## src/rtl/dac_pkg.sv

```systemverilog
// Shared definitions for the heater DAC serial writer: state encoding, frame layout, defaults.
// Latency: n/a (types and constants only).
// Backpressure: n/a.
package dac_pkg;

    typedef enum logic [2:0] {
        IDLE,
        SETUP,
        SHIFT,
        HOLD,
        GAP
    } dac_state_t;

    localparam int FRAME_BITS   = 16;
    localparam int PD_MSB       = 13;
    localparam int DATA_MSB     = 11;
    localparam int DEFAULT_HALF = 2;

    // Assemble a DAC frame: two zero control bits, pd, level, four don't-care zeros.
    function automatic logic [FRAME_BITS-1:0] build_frame(input logic [1:0] pd, input logic [7:0] level);
        logic [FRAME_BITS-1:0] f;
        f                = '0;
        f[PD_MSB -: 2]   = pd;
        f[DATA_MSB -: 8] = level;
        return f;
    endfunction

endpackage

```

## src/rtl/half_period_timer.sv

```systemverilog
// Free-running divider: tick is high for one clock every HALF clocks; load restarts the period.
// Latency: first tick HALF-1 clocks after the load edge, i.e. HALF clocks into the new period.
// Backpressure: none; the timer always runs.
module half_period_timer import dac_pkg::*; #(
    parameter int HALF = DEFAULT_HALF
) (
    input  logic clock,
    input  logic reset,
    input  logic load,
    output logic tick
);

    localparam int CW = $clog2(HALF) + 1;
    localparam logic [CW-1:0] LAST = CW'(HALF - 1);

    logic [CW-1:0] cnt;

    assign tick = (cnt == LAST);

    // Count 0..HALF-1 and wrap; load realigns the period to the accept edge.
    always_ff @(posedge clock or posedge reset) begin
        if (reset) begin
            cnt <= '0;
        end else if (load || tick) begin
            cnt <= '0;
        end else begin
            cnt <= cnt + 1'b1;
        end
    end

endmodule

```

## src/rtl/dac_serial_writer.sv

```systemverilog
// Shifts one 16-bit AD5300-style frame ({00, pd, level, 0000}) MSB first on clockDA/nSYNC/DIN.
// Latency: done pulses 35*HALF clocks after the accept edge.
// Backpressure: ready only in IDLE; valid while busy is dropped, not queued.
module dac_serial_writer import dac_pkg::*; #(
    parameter int HALF       = DEFAULT_HALF,
    parameter int FRAME_BITS = 16
) (
    input  logic       clock,
    input  logic       reset,
    input  logic [7:0] level,
    input  logic [1:0] pd,
    input  logic       valid,
    output logic       ready,
    output logic       done,
    output logic       clockDA,
    output logic       nSYNC,
    output logic       DIN
);

    dac_state_t            state;
    logic                  phase_low;
    logic [4:0]            bitcnt;
    // Bits still to be sent after the one currently on DIN.
    logic [FRAME_BITS-2:0] shreg;
    logic [FRAME_BITS-1:0] frame_in;
    logic                  accept;
    logic                  tick;

    assign ready    = (state == IDLE);
    assign accept   = valid && ready;
    assign frame_in = build_frame(pd, level);

    half_period_timer #(.HALF(HALF)) u_timer (
        .clock (clock),
        .reset (reset),
        .load  (accept),
        .tick  (tick)
    );

    // Frame sequencer: every phase lasts one timer period; all pin outputs are registered here.
    always_ff @(posedge clock or posedge reset) begin
        if (reset) begin
            state     <= IDLE;
            phase_low <= 1'b0;
            bitcnt    <= '0;
            shreg     <= '0;
            done      <= 1'b0;
            clockDA   <= 1'b1;
            nSYNC     <= 1'b1;
            DIN       <= 1'b0;
        end else begin
            done <= 1'b0;
            case (state)
                IDLE: begin
                    if (accept) begin
                        shreg     <= frame_in[FRAME_BITS-2:0];
                        DIN       <= frame_in[FRAME_BITS-1];
                        nSYNC     <= 1'b0;
                        clockDA   <= 1'b1;
                        bitcnt    <= '0;
                        phase_low <= 1'b0;
                        state     <= SETUP;
                    end
                end
                SETUP: begin
                    // SETUP already shows bit 15 with clockDA high, same as a SHIFT high phase.
                    if (tick) begin
                        state <= SHIFT;
                    end
                end
                SHIFT: begin
                    if (tick) begin
                        if (!phase_low) begin
                            // Falling edge: the DAC samples DIN here.
                            clockDA   <= 1'b0;
                            phase_low <= 1'b1;
                        end else begin
                            // Rising edge: DIN moves on only here.
                            clockDA   <= 1'b1;
                            phase_low <= 1'b0;
                            if (bitcnt == 5'(FRAME_BITS - 1)) begin
                                DIN   <= 1'b0;
                                state <= HOLD;
                            end else begin
                                bitcnt <= bitcnt + 5'd1;
                                DIN    <= shreg[FRAME_BITS-2];
                                shreg  <= {shreg[FRAME_BITS-3:0], 1'b0};
                            end
                        end
                    end
                end
                HOLD: begin
                    if (tick) begin
                        nSYNC <= 1'b1;
                        state <= GAP;
                    end
                end
                GAP: begin
                    // Minimum SYNC-high time before the next frame may start.
                    if (tick) begin
                        done  <= 1'b1;
                        state <= IDLE;
                    end
                end
                default: begin
                    state <= IDLE;
                end
            endcase
        end
    end

endmodule

```

## config.mk

```make
export PLATFORM = sky130hd
export DESIGN_NAME = dac_serial_writer
export DESIGN_NICKNAME = d
export VERILOG_FILES = /design/src/rtl/dac_pkg.sv /design/src/rtl/half_period_timer.sv /design/src/rtl/dac_serial_writer.sv
export SDC_FILE = /design/constraint.sdc
export NUM_CORES = 1
export LEC_CHECK = 0
export ABC_AREA = 1
export BUFFER_PORTS_ARGS = -buffer_cell sky130_fd_sc_hd__buf_2
export CAP_MARGIN = 25
export CORE_MARGIN = 8
export CORE_UTILIZATION = 31
export DETAILED_ROUTE_END_ITERATION = 8
export GPL_TIMING_DRIVEN = 0
export PLACE_DENSITY_LB_ADDON = 0.25
export SLEW_MARGIN = 40
export SYNTH_ARGS = -nofsm -noshare
export SYNTH_HDL_FRONTEND = slang
export SYNTH_SLANG_ARGS = --single-unit
```

## constraint.sdc

```tcl
create_clock -name clock -period 3.1 [get_ports clock]
set_input_delay 0.465 -clock clock [delete_from_list [all_inputs] [get_ports clock]]
set_output_delay 0.465 -clock clock [all_outputs]
set_load 0.005 [all_outputs]
```

=== Word level (Yosys, flattened, before mapping) ===
Cells that the tools add are included.

* Register bits after elaboration: 30
* Input bits: 13

* Add/sub/neg operators: 2
* Equality and inequality tests: 14
* Mux-type cells: 35
* Reductions and logical operators: 10

{| class="wikitable"
|+ Operator list
! kind !! number
|-
| $mux W15 || 4
|-
| $pmux W15 S2 || 1
|-
| $mux W3 || 7
|-
| $mux W5 || 4
|-
| $pmux W3 S5 || 1
|-
| $mux W1 || 12
|-
| $ne A2 B1 Y1 const B || 5
|-
| $pmux W5 S2 || 1
|-
| $pmux W1 S2 || 4
|-
| $reduce_and A7 Y1 || 1
|-
| $eq A3 B2 Y1 const B || 2
|-
| $ne A2 B2 Y1 const B || 3
|-
| $reduce_and A3 Y1 || 2
|-
| $add A5 B1 Y5 const B || 1
|-
| $eq A5 B4 Y1 const B || 1
|-
| $reduce_and A5 Y1 || 1
|-
| $reduce_and A4 Y1 || 1
|-
| $reduce_bool A2 Y1 || 2
|-
| $eq A3 B1 Y1 const B || 1
|-
| $eq A3 B3 Y1 const B || 1
|-
| $logic_not A3 Y1 || 1
|-
| $add A2 B1 Y2 const B || 1
|-
| $eq A2 B1 Y1 const B || 1
|-
| $mux W2 || 1
|-
| 2 further kinds || 2
|}

=== Logic depth before layout (Yosys ltp) ===
Gate-level depths: netlist (run 1).

* Depth in word-level cells: 5
* Mapped depth: 9
* Gate-level depth less buffers: 9

=== By module ===
A second synthesis (run 1) with hierarchy kept.

* Cell total of the unflattened synthesis: 186
* Area, all modules: 1458.9 um^2

{| class="wikitable"
|+ By module, submodules not included
! module !! instances !! cells an instance !! area each (um^2) !! seq. area each (um^2)
|-
| dac_serial_writer || 1 || 176 || 1370.1 || 603.1
|-
| half_period_timer || 1 || 10 || 88.8 || 50.0
|}

=== Least setup slack after synthesis (run 1) ===
Ideal clock, no wire load.

* Kind: reg2reg
* From: register bitcnt[0]
* To: register bitcnt[2]
* Library setup time: 0.117 ns
* Arrival time: 1.560 ns
* Data required time: 2.983 ns
* Slack: 1.423 ns
* Stages on the path, launching flop included: 10
* Path buffers: 1
* Clock period less this slack: 1.677 ns
* Cell sequence: dfrtp_1 -> ha_1 -> nand2_1 -> nor2_1 -> ha_1 -> o21ai_2 -> nand2_2 -> buf_4 -> nand2_1 -> nand2_1

* Cells in the longest elaborated chain, start to end: 5
* Elaborated cells on any way between the ends: 8

{| class="wikitable"
|+ Ends and longest elaborated chain
! item !! RTL line !! source
|-
| from (decl) || dac_serial_writer.sv:22 || <nowiki>logic [4:0] bitcnt;</nowiki>
|-
| from (signal assigned) || dac_serial_writer.sv:85 || <nowiki>bitcnt <= bitcnt + 5'd1;</nowiki>
|-
| $add A5 B1 Y5 || dac_serial_writer.sv:85 ||
|-
| $mux W5 || dac_serial_writer.sv:81 || <nowiki>if (bitcnt == 5'(FRAME_BITS - 1)) begin</nowiki>
|-
| $mux W5 || dac_serial_writer.sv:73 || <nowiki>if (!phase_low) begin</nowiki>
|-
| $mux W5 || dac_serial_writer.sv:72 || <nowiki>if (tick) begin</nowiki>
|-
| $pmux W5 S2 || dac_serial_writer.sv:53 || <nowiki>case (state)</nowiki>
|}

Several ways; a longest one is shown, not always the timed one. The select of a mux whose other input is x is not followed.
A chain may end at the register's enable or synchronous reset.

=== Final worst setup path (run 1) ===
Same ends and word-level chain as after synthesis.

==> reports/metrics.csv, run 1 <==
metric;value;unit
initialDrtViolationCount;97;
start_util;0.3179;
critPathKind;reg2reg;
areaGrowthSynthToFinish;14.30;%
cts_tree;done;
setup.worst_path.end_class;register;
die_h;82.36;um
fin_crit_sh;0.6300;
rsz0062_at_grt;false;
switching_share;0.2082;
cts.sinks;26;
firstDrtPassIters;4;
cts-htree-levels;1;
hold_viol;0;
grt_pass1_vias;1081;
tightestPinTransition;0.5582;ns
power_frac_comb;0.026;
yosysWarnings;0;
postCtsSetupBuffers;0;
finalWirelength;2914;um
clock_skew;0.001153;ns
max_freq;0.5121;GHz
portBuffers;17;
p_int;436.4;uW
fin_util;0.3633;
tns;0;ns
cp.required;3.27;ns
drc;0;
ctsHoldBuffers;0;
avgSynthCellArea;7.500;um^2
die_area;6783;um^2
numCtsBuffers;3;
place.gp.congestion;0.7530;
grt_max_degree;27;
cp.arrival;2.12;ns
grt_usage;0.09386;
slew_violations;0;
ys_ff_latch;26;
cts_root_buf;clkbuf_8;
die_w;82.36;um
core;4294;um^2
r2r_cells;9;
pin_count;18;
leakagePower;0.0008961;uW
wl_per_cell;11.43;um
p_per_area;353.3;nW/um^2
drive_gt1_frac;0.1823;
drt-vias-per-instance;4.600;
layout_commonest_cell;nand2_1;
seqPwrFrac;0.615;
worstSetupStartpointType;register;
rows;24;
drtAntennaViolNets;0;
cts_resized;0;
grt_pass1_wl;5002;um
syn_nets;198;
path_clk_slew;0.09;ns
syn_area;1365;um^2
ys_types;20;
finalSetupViolations;0;
cp_max_fo;10;
gr-total-overflow;0;
final_nets;220;
dp_hpwl;2076;um
diodes;0;
syn_inst;182;
layout_common_cells;nand2_1, dfrtp_1, buf_2;
p_sw;114.7;uW
slew_headroom;0.6273;
ir_drop;0.0001384;V
insertion_delay;0.27;ns
fin_crit;1.953;ns
drv_cap;0;
status;completed;
vias;1173;
clkPwrFrac;0.359;
synth-seq-area-share;0.4785;
cts.path.max_buffers;2;
hold_path_class;in2async;
antenna_found_initial;0;
## power by group through the flow
stage | clock network [uW] | logic, uW | registers [uW]
2_1_floorplan | 0 | 5.25 | 346
3_3_place_gp | 0 | 15.0 | 346
3_5_place_dp | 0 | 15.6 | 346
4_1_cts | 206 | 15.6 | 339
5_1_grt | 214 | 17.4 | 339
6_report | 198 | 14.6 | 339
## worst paths after layout
path | endpoint | slack (ns) | startpoint
max | bitcnt[2] | 1.15 | bitcnt[0]
min reg2reg | u_timer.cnt[0] | 0.44 | u_timer.cnt[0]
min | state[0] | 0.23 | reset
min in group clock | u_timer.cnt[0] | 0.44 | u_timer.cnt[0]
max reg2reg | bitcnt[2] | 1.15 | bitcnt[0]
max in group asynchronous | shreg[12] | 2.50 | reset
## Yosys cell counts
cell type	instances	share of area
buf_2	3	0.011
buf_4	1	0.0055
buf_6	2	0.016
dfrtp_1	24	0.44
dfstp_2	2	0.038
ha_1	3	0.028
inv_1	11	0.030
inv_2	2	0.0055
nand2_1	88	0.24
nand2_2	3	0.014
nand2_4	1	0.0082
nand3_1	19	0.070
nand3b_1	3	0.016
nand4_1	3	0.014
nor2_1	11	0.030
nor2_4	1	0.0082
nor3_1	2	0.0073
o21a_1	1	0.0055
o21ai_0	1	0.0037
o21ai_2	1	0.0064
## per-layer routing
metal,global-route usage,vias up,routed length [um]
met5,0,-,0
met3,0.01407,5,81
met1,0.1278,539,1369
li1,-,611,-
met2,0.1433,18,1409
met4,0.04211,0,54
## worst max-delay path, stage by stage, from the launching register on
cell and delay, ns:
dfrtp_1 0.43, ha_1 0.23, nand2_1 0.09, nor2_1 0.05, ha_1 0.20, o21ai_2 0.35, nand2_2 0.18, buf_4 0.22
nand2_1 0.06, nand2_1 0.05
## cells by family (layout without fill, tap and decap cells)
kind of cell    Yosys count  in the layout  synth area share
compound gates            3              3           0.01558
fa+ha+maj                 3              3           0.02750
simple gates            131            131            0.4097
flops                    26             26            0.4785
buf+inv                  19             40           0.06874
## stage by stage
step	instances	area, um^2	setup slack, ns	hold slack, ns	power, uW
floorplan	182	1365	1.423	0.4079	350.9
global placement	251	1515	1.155	0.4242	360.6
detailed placement	251	1515	1.140	0.4254	361.2
CTS	255	1560	1.109	0.2594	560.7
global route	255	1560	0.9336	0.2947	570.7
finish	255	1560	1.147	0.2343	551.2
## final cells by class
| type | instances | area [um^2] |
|---|---|---|
| multi-input cells | 137 | 618.1 |
| fillers | 468 | 2734 |
| plain buffers | 6 | 45.04 |
| inverters | 13 | 48.80 |
| repair buffers | 17 | 85.08 |
| clock buffers | 4 | 45.04 |
| flip-flops and latches | 26 | 653.1 |
| well taps | 52 | 65.06 |
## sequential cells by signal, summed over array words and instances (netlist names)
name / cells
clockDA: 1
done: 1
bitcnt: 5
nSYNC: 1
DIN: 1
shreg: 11
u_timer.cnt: 2
phase_low: 1
state: 3
(Power assumes the default switching activity.)
==> run 2: changes to the inputs <==
==> constraint.sdc (replaced) <==
create_clock -name clock -period 1.8 [get_ports clock]
set_input_delay 0.27 -clock clock [delete_from_list [all_inputs] [get_ports clock]]
set_output_delay 0.27 -clock clock [all_outputs]
set_load 0.005 [all_outputs]
==> run 2 against run 1 <==
First-iteration DRC count up 15%. Wire length up 0.10%. Total power up 73%. Global-route usage up 0.068 points. Final cell count up 1.2%. Critical path depth down 1. Clock-buffer cell count unchanged. Sequential cell count unchanged. Combinational power up 73%. Fmax up 18%. Critical path type unchanged.
==> reports/metrics.csv, run 2 (synthesized netlist as in run 1, its figures left out) <==
metric;value;unit;change
cts_root_buf;clkbuf_8;;
finalWirelength;2917;um;+0.10%
die_area;6783;um^2;unchanged
ctsHoldBuffers;0;;unchanged
critPathKind;reg2reg;;
reg2reg_to;bitcnt[3];;
hold_ws;0.04091;ns;-0.1934 ns
clock_skew;0.001844;ns;+0.0006911 ns
portBuffers;17;;unchanged
initialDrtViolationCount;112;;+15%
regArea;653.1;um^2;unchanged
top_regs;shreg: 11 flops, bitcnt: 5 flops, state: 3 flops;;
cpMostUsedCell;nand2_1;;
cts.path.max_buffers;2;;unchanged
grt_pass1_wl;5030;um;+0.56%
drt-vias-per-instance;4.655;;+1.2%
final_nets;223;;+1.4%
vias;1201;;+2.4%
fillers;466;;-0.43%
cp.arrival;1.87;ns;-0.25 ns
cts_tree;done;;
multi_input_comb_area;636.9;um^2;+3.0%
drc;0;;unchanged
insertion_delay;0.27;ns;about the same
firstDrtPassIters;4;;unchanged
wl_per_cell;11.31;um;-1.1%
start_util;0.3179;;unchanged
largest_register_ffs;11;;unchanged
max_freq;0.6038;GHz;+18%
diodes;0;;unchanged
worstSetupStartpointType;register;;
p_total;951.7;uW;+73%
place.gp.congestion;0.7530;;unchanged
layout_commonest_cell;nand2_1;;
hold_path_class;in2async;;
p_per_area;593.3;nW/um^2;+68%
status;completed;;
die_h;82.36;um;unchanged
dp_hpwl;2076;um;unchanged
top_register;shreg;;
ir_drop;0.0002427;V;+75%
rrSetupSlack;0.14;ns;-1.00 ns
fin_crit_sh;0.9200;;+0.2901
slowest_stage;dfrtp_1;;
gr-total-overflow;0;;unchanged
cpPeakStageDelay;0.41;ns;-0.02 ns
antenna_found_initial;0;;unchanged
numCtsBuffers;3;;unchanged
setup.worst_path.end_class;register;;
areaGrowthSynthToFinish;17.51;%;
cp.required;2.02;ns;-1.25 ns
drtAntennaViolNets;0;;unchanged
pin_count;18;;unchanged
grt_max_degree;27;;unchanged
drv_cap;0;;unchanged
leakagePower;0.0009154;uW;+2.2%
cp_max_fo;10;;unchanged
slew_headroom;0.6248;;-0.002549
cts-htree-levels;1;;unchanged
die_w;82.36;um;unchanged
rsz0062_at_grt;false;;
hold_viol;0;;unchanged
cts.sinks;26;;unchanged
fin_crit;1.656;ns;-0.2969 ns
grt_pass1_vias;1094;;+1.2%
layout_common_cells;nand2_1, dfrtp_1, buf_2, nand3_1, nor2_1;;
drive_gt1_frac;0.2039;;+0.02162
reg2reg_from;bitcnt[0];;
tightestPinTransition;0.5620;ns;+0.003818 ns
crit_chain;ha_1 -> nand2_1 -> nor2_1 -> ha_2 -> o21ai_4 -> clkbuf_4 -> nand3_1 -> nand2_1;;
core;4294;um^2;unchanged
path_clk_slew;0.09;ns;about the same
finalSetupViolations;0;;unchanged
r2r_cells;8;;-1
grt_usage;0.09453;;+0.0006752
slew_violations;0;;unchanged
rows;24;;unchanged
==> run 2: power breakdown <==
group | internal, uW | switching, uW
Clock | 159 | 184
Sequential | 584 | 0
Combinational | 9.36 | 15.9
Total | 752 | 200
==> run 2: layout make-up <==
type | count | share of cell area
Buffer | 5 | 0.02496
Clock buffer | 4 | 0.02808
Inverter | 13 | 0.03042
Multi-Input combinational cell | 137 | 0.3970
Sequential cell | 26 | 0.4072
Tap cell | 52 | 0.04056
Timing Repair Buffer | 21 | 0.07176
==> run 2: critical path: cells and delay by family, from the launching register on <==
family | cells | cell delay [ns]
AO/OA/AOI/OAI | 1 | 0.22
flip-flops | 1 | 0.41
buffers and inverters | 1 | 0.25
adder cells (fa/ha/maj) | 2 | 0.41
AND/OR/NAND/NOR | 4 | 0.31
==> run 2: stage by stage <==
step / util / instances / setup TNS (ns) / cell area, um^2 / worst slack, ns
floorplan: - / 182 / 0 / 1365 / 0.1233
global placement: 0.3529 / 251 / -1.478 / 1515 / -0.1449
detailed placement: 0.3529 / 251 / -1.739 / 1515 / -0.1604
CTS: 0.3686 / 257 / 0 / 1583 / 0.0004159
global route: 0.3735 / 258 / 0 / 1604 / 0.01628
finish: 0.3735 / 258 / 0 / 1604 / 0.1439
==> run 2: worst max path at each step <==
stage	end	cells past startpoint	start
global placement	shreg[9]	9	bitcnt[0]
CTS	state[1]	9	bitcnt[0]
floorplan	bitcnt[2]	9	bitcnt[0]
detailed placement	shreg[9]	9	bitcnt[0]
finish	bitcnt[3]	8	bitcnt[0]
global route	shreg[8]	8	bitcnt[0]
==> run 2: routing by layer <==
| layer | vias up | track usage | routed length [um] |
|---|---|---|---|
| li1 | 617 | - | - |
| met1 | 556 | 0.1265 | 1328 |
| met2 | 23 | 0.1472 | 1425 |
| met3 | 5 | 0.01407 | 112 |
| met4 | 0 | 0.04211 | 51 |
| met5 | - | 0 | 0 |
==> run 2: what timing repair did <==
item	in CTS	in global routing
gates resized for setup	1	5
pin swaps	1	1
gates cloned	0	0
setup buffers	2	2
endpoints found under the setup margin	13	16
==> run 3: changes to the inputs <==
--- a/config.mk
+++ b/config.mk
@@ -9,7 +9,7 @@
 export BUFFER_PORTS_ARGS = -buffer_cell sky130_fd_sc_hd__buf_2
 export CAP_MARGIN = 25
 export CORE_MARGIN = 8
-export CORE_UTILIZATION = 31
+export CORE_UTILIZATION = 56
 export DETAILED_ROUTE_END_ITERATION = 8
 export GPL_TIMING_DRIVEN = 0
 export PLACE_DENSITY_LB_ADDON = 0.25
==> run 3 against run 2 <==
Non-clock buffer count rose by 1. Design area fell by 1.6%. Total power decreased by 5.2%. Largest cell class unchanged.
==> reports/metrics.csv, run 3 (synthesized netlist as in run 1, its figures left out) <==
metric;value;unit;change
slew_violations;0;;unchanged
finalWirelength;2889;um;-0.96%
layout_common_cells;nand2_1, dfrtp_1, buf_2, nand3_1, nor2_1;;
finalWorstSetupSlack;0.1550;ns;+0.01109 ns
slowest_stage;dfrtp_1;;
diodes;0;;unchanged
regArea;653.1;um^2;unchanged
fin_crit;1.645;ns;-0.01109 ns
grt_use_met2;0.2657;;+0.1185
cp.arrival;1.91;ns;+0.04 ns
pin_count;18;;unchanged
portBuffers;17;;unchanged
p_per_area;572.0;nW/um^2;-3.6%
drc;0;;unchanged
wl_per_cell;12.19;um;+7.8%
drive_gt1_frac;0.2077;;+0.003846
preCtsSetupSlack;-0.1321;ns;+0.02832 ns
drt-vias-per-instance;5.169;;+11%
rsz0062_at_grt;false;;
placed_area;1488;um^2;-1.8%
start_util;0.5718;;+0.2539
critPathKind;reg2reg;;
max_freq;0.6079;GHz;+0.67%
hold_ws;0.2138;ns;+0.1729 ns
drtAntennaViolNets;0;;unchanged
die_w;65.37;um;-21%
final_nets;224;;+0.45%
status;completed;;
top_usage_layer;met2;;
cts-htree-levels;1;;unchanged
multi_input_comb_area;636.9;um^2;unchanged
die_h;65.37;um;-21%
ir_drop;0.0005097;V;+110%
fin_util;0.6609;;+0.2874
layout_commonest_cell;nand2_1;;
dp_hpwl;2063;um;-0.65%
largest_register_ffs;11;;unchanged
insertion_delay;0.32;ns;+0.05 ns
top_regs;shreg: 11 flops, bitcnt: 5 flops, state: 3 flops;;
setup.worst_path.end_class;register;;
fin_area;1578;um^2;-1.6%
tightestPinTransition;0.5326;ns;-0.02946 ns
fillers;231;;-50%
cts_root_buf;clkbuf_4;;
initialDrtViolationCount;63;;-44%
cts_tree;done;;
grt_usage;0.1510;;+0.05650
cp_max_fo;10;;unchanged
grt_max_degree;27;;unchanged
grt_pass1_wl;5285;um;+5.1%
cts.sinks;26;;unchanged
hold_viol;0;;unchanged
gr-total-overflow;0;;unchanged
grt_pass1_vias;1257;;+15%
die_area;4273;um^2;-37%
cpMostUsedCell;nand2_1;;
clock_skew;0.007727;ns;+0.005882 ns
areaGrowthSynthToFinish;15.58;%;
slew_headroom;0.6444;;+0.01967
tns;0;ns;unchanged
grtUsageMet1;0.1749;;+0.04849
fin_crit_sh;0.9139;;-0.006160
firstDrtPassIters;4;;unchanged
rows;18;;-25%
finalSetupViolations;0;;unchanged
cp.required;2.07;ns;+0.05 ns
place.gp.congestion;0.8088;;+7.4%
antenna_found_initial;0;;unchanged
hold_path_class;in2reg;;
cts.path.max_buffers;2;;unchanged
worstSetupStartpointType;register;;
core;2387;um^2;-44%
path_clk_slew;0.14;ns;+0.05 ns
vias;1225;;+2.0%
cpPeakStageDelay;0.42;ns;about the same
leakagePower;0.0009184;uW;+0.33%
top_register;shreg;;
drv_cap;0;;unchanged
numCtsBuffers;3;;unchanged
crit_chain;ha_1 -> nand2_1 -> nor2_1 -> ha_2 -> o21ai_4 -> buf_4 -> nand3_1 -> nand2_1;;
use_met3;0.03061;;+0.01654
==> run 3: cell types whose count changed in the layout (fill, tap and decap cells not counted) <==
cell / before / now
buf_4: 4 / 5
clkbuf_1: 1 / 0
clkbuf_8: 3 / 1
dlygate4sd3_1: 0 / 1
clkbuf_4: 1 / 3
==> run 3: what timing repair did <==
action,in CTS,in global routing
hold buffers,1,0
resized for setup,2,5
setup buffers,2,2
endpoints found under the hold margin,24,0
endpoints found under the setup margin,15,14
pin swaps,1,1
==> run 3: power breakdown <==
group          total [uW]  internal [uW]  switching (uW)
combinational        26.4           10.8            15.6
clock                 292            124             168
sequential            584            584               0
==> run 3: critical path: cells and delay by family, from the launching register on <==
| kind | cells | cell delay, ns |
|---|---|---|
| DFF | 1 | 0.42 |
| buffers and inverters | 1 | 0.21 |
| AOI/OAI and AO/OA | 1 | 0.23 |
| and+or+nand+nor | 4 | 0.33 |
| adders and majority gates | 2 | 0.40 |
==> run 3: area by class of cell <==
class	count	share of cell area
flip-flops and latches	26	0.4140
multi-input cells	137	0.4036
repair buffers	22	0.07930
inverters	13	0.03093
plain buffers	5	0.02538
well taps	30	0.02379
clock buffers	4	0.02300
==> run 3: final timing paths <==
kind	from	endpoint	slack (ns)	cells after the start
setup / recovery	bitcnt[0]	shreg[8]	0.16	8
min in group asynchronous	reset	shreg[8]	0.51	3
hold reg to reg	u_timer.cnt[0]	u_timer.cnt[0]	0.45	1
setup reg to reg	bitcnt[0]	shreg[8]	0.16	8
max in group asynchronous	reset	clockDA	0.91	3
hold / removal	valid	nSYNC	0.21	4
==> run 3: layer usage <==
metal	share of wire	vias to the layer above
met1	0.46	580
met4	0.012	0
met2	0.49	23
li1	-	617
met3	0.042	5
met5	0	-
==> run 3: per-stage QoR <==
| step | instances | total power (uW) |
|---|---|---|
| 2_1_floorplan | 182 | 604.2 |
| 4_1_cts | 236 | 921.2 |
| 3_5_place_dp | 229 | 621.2 |
| 6_report | 237 | 902.4 |
| 3_3_place_gp | 229 | 620.4 |
| 5_1_grt | 237 | 948.0 |
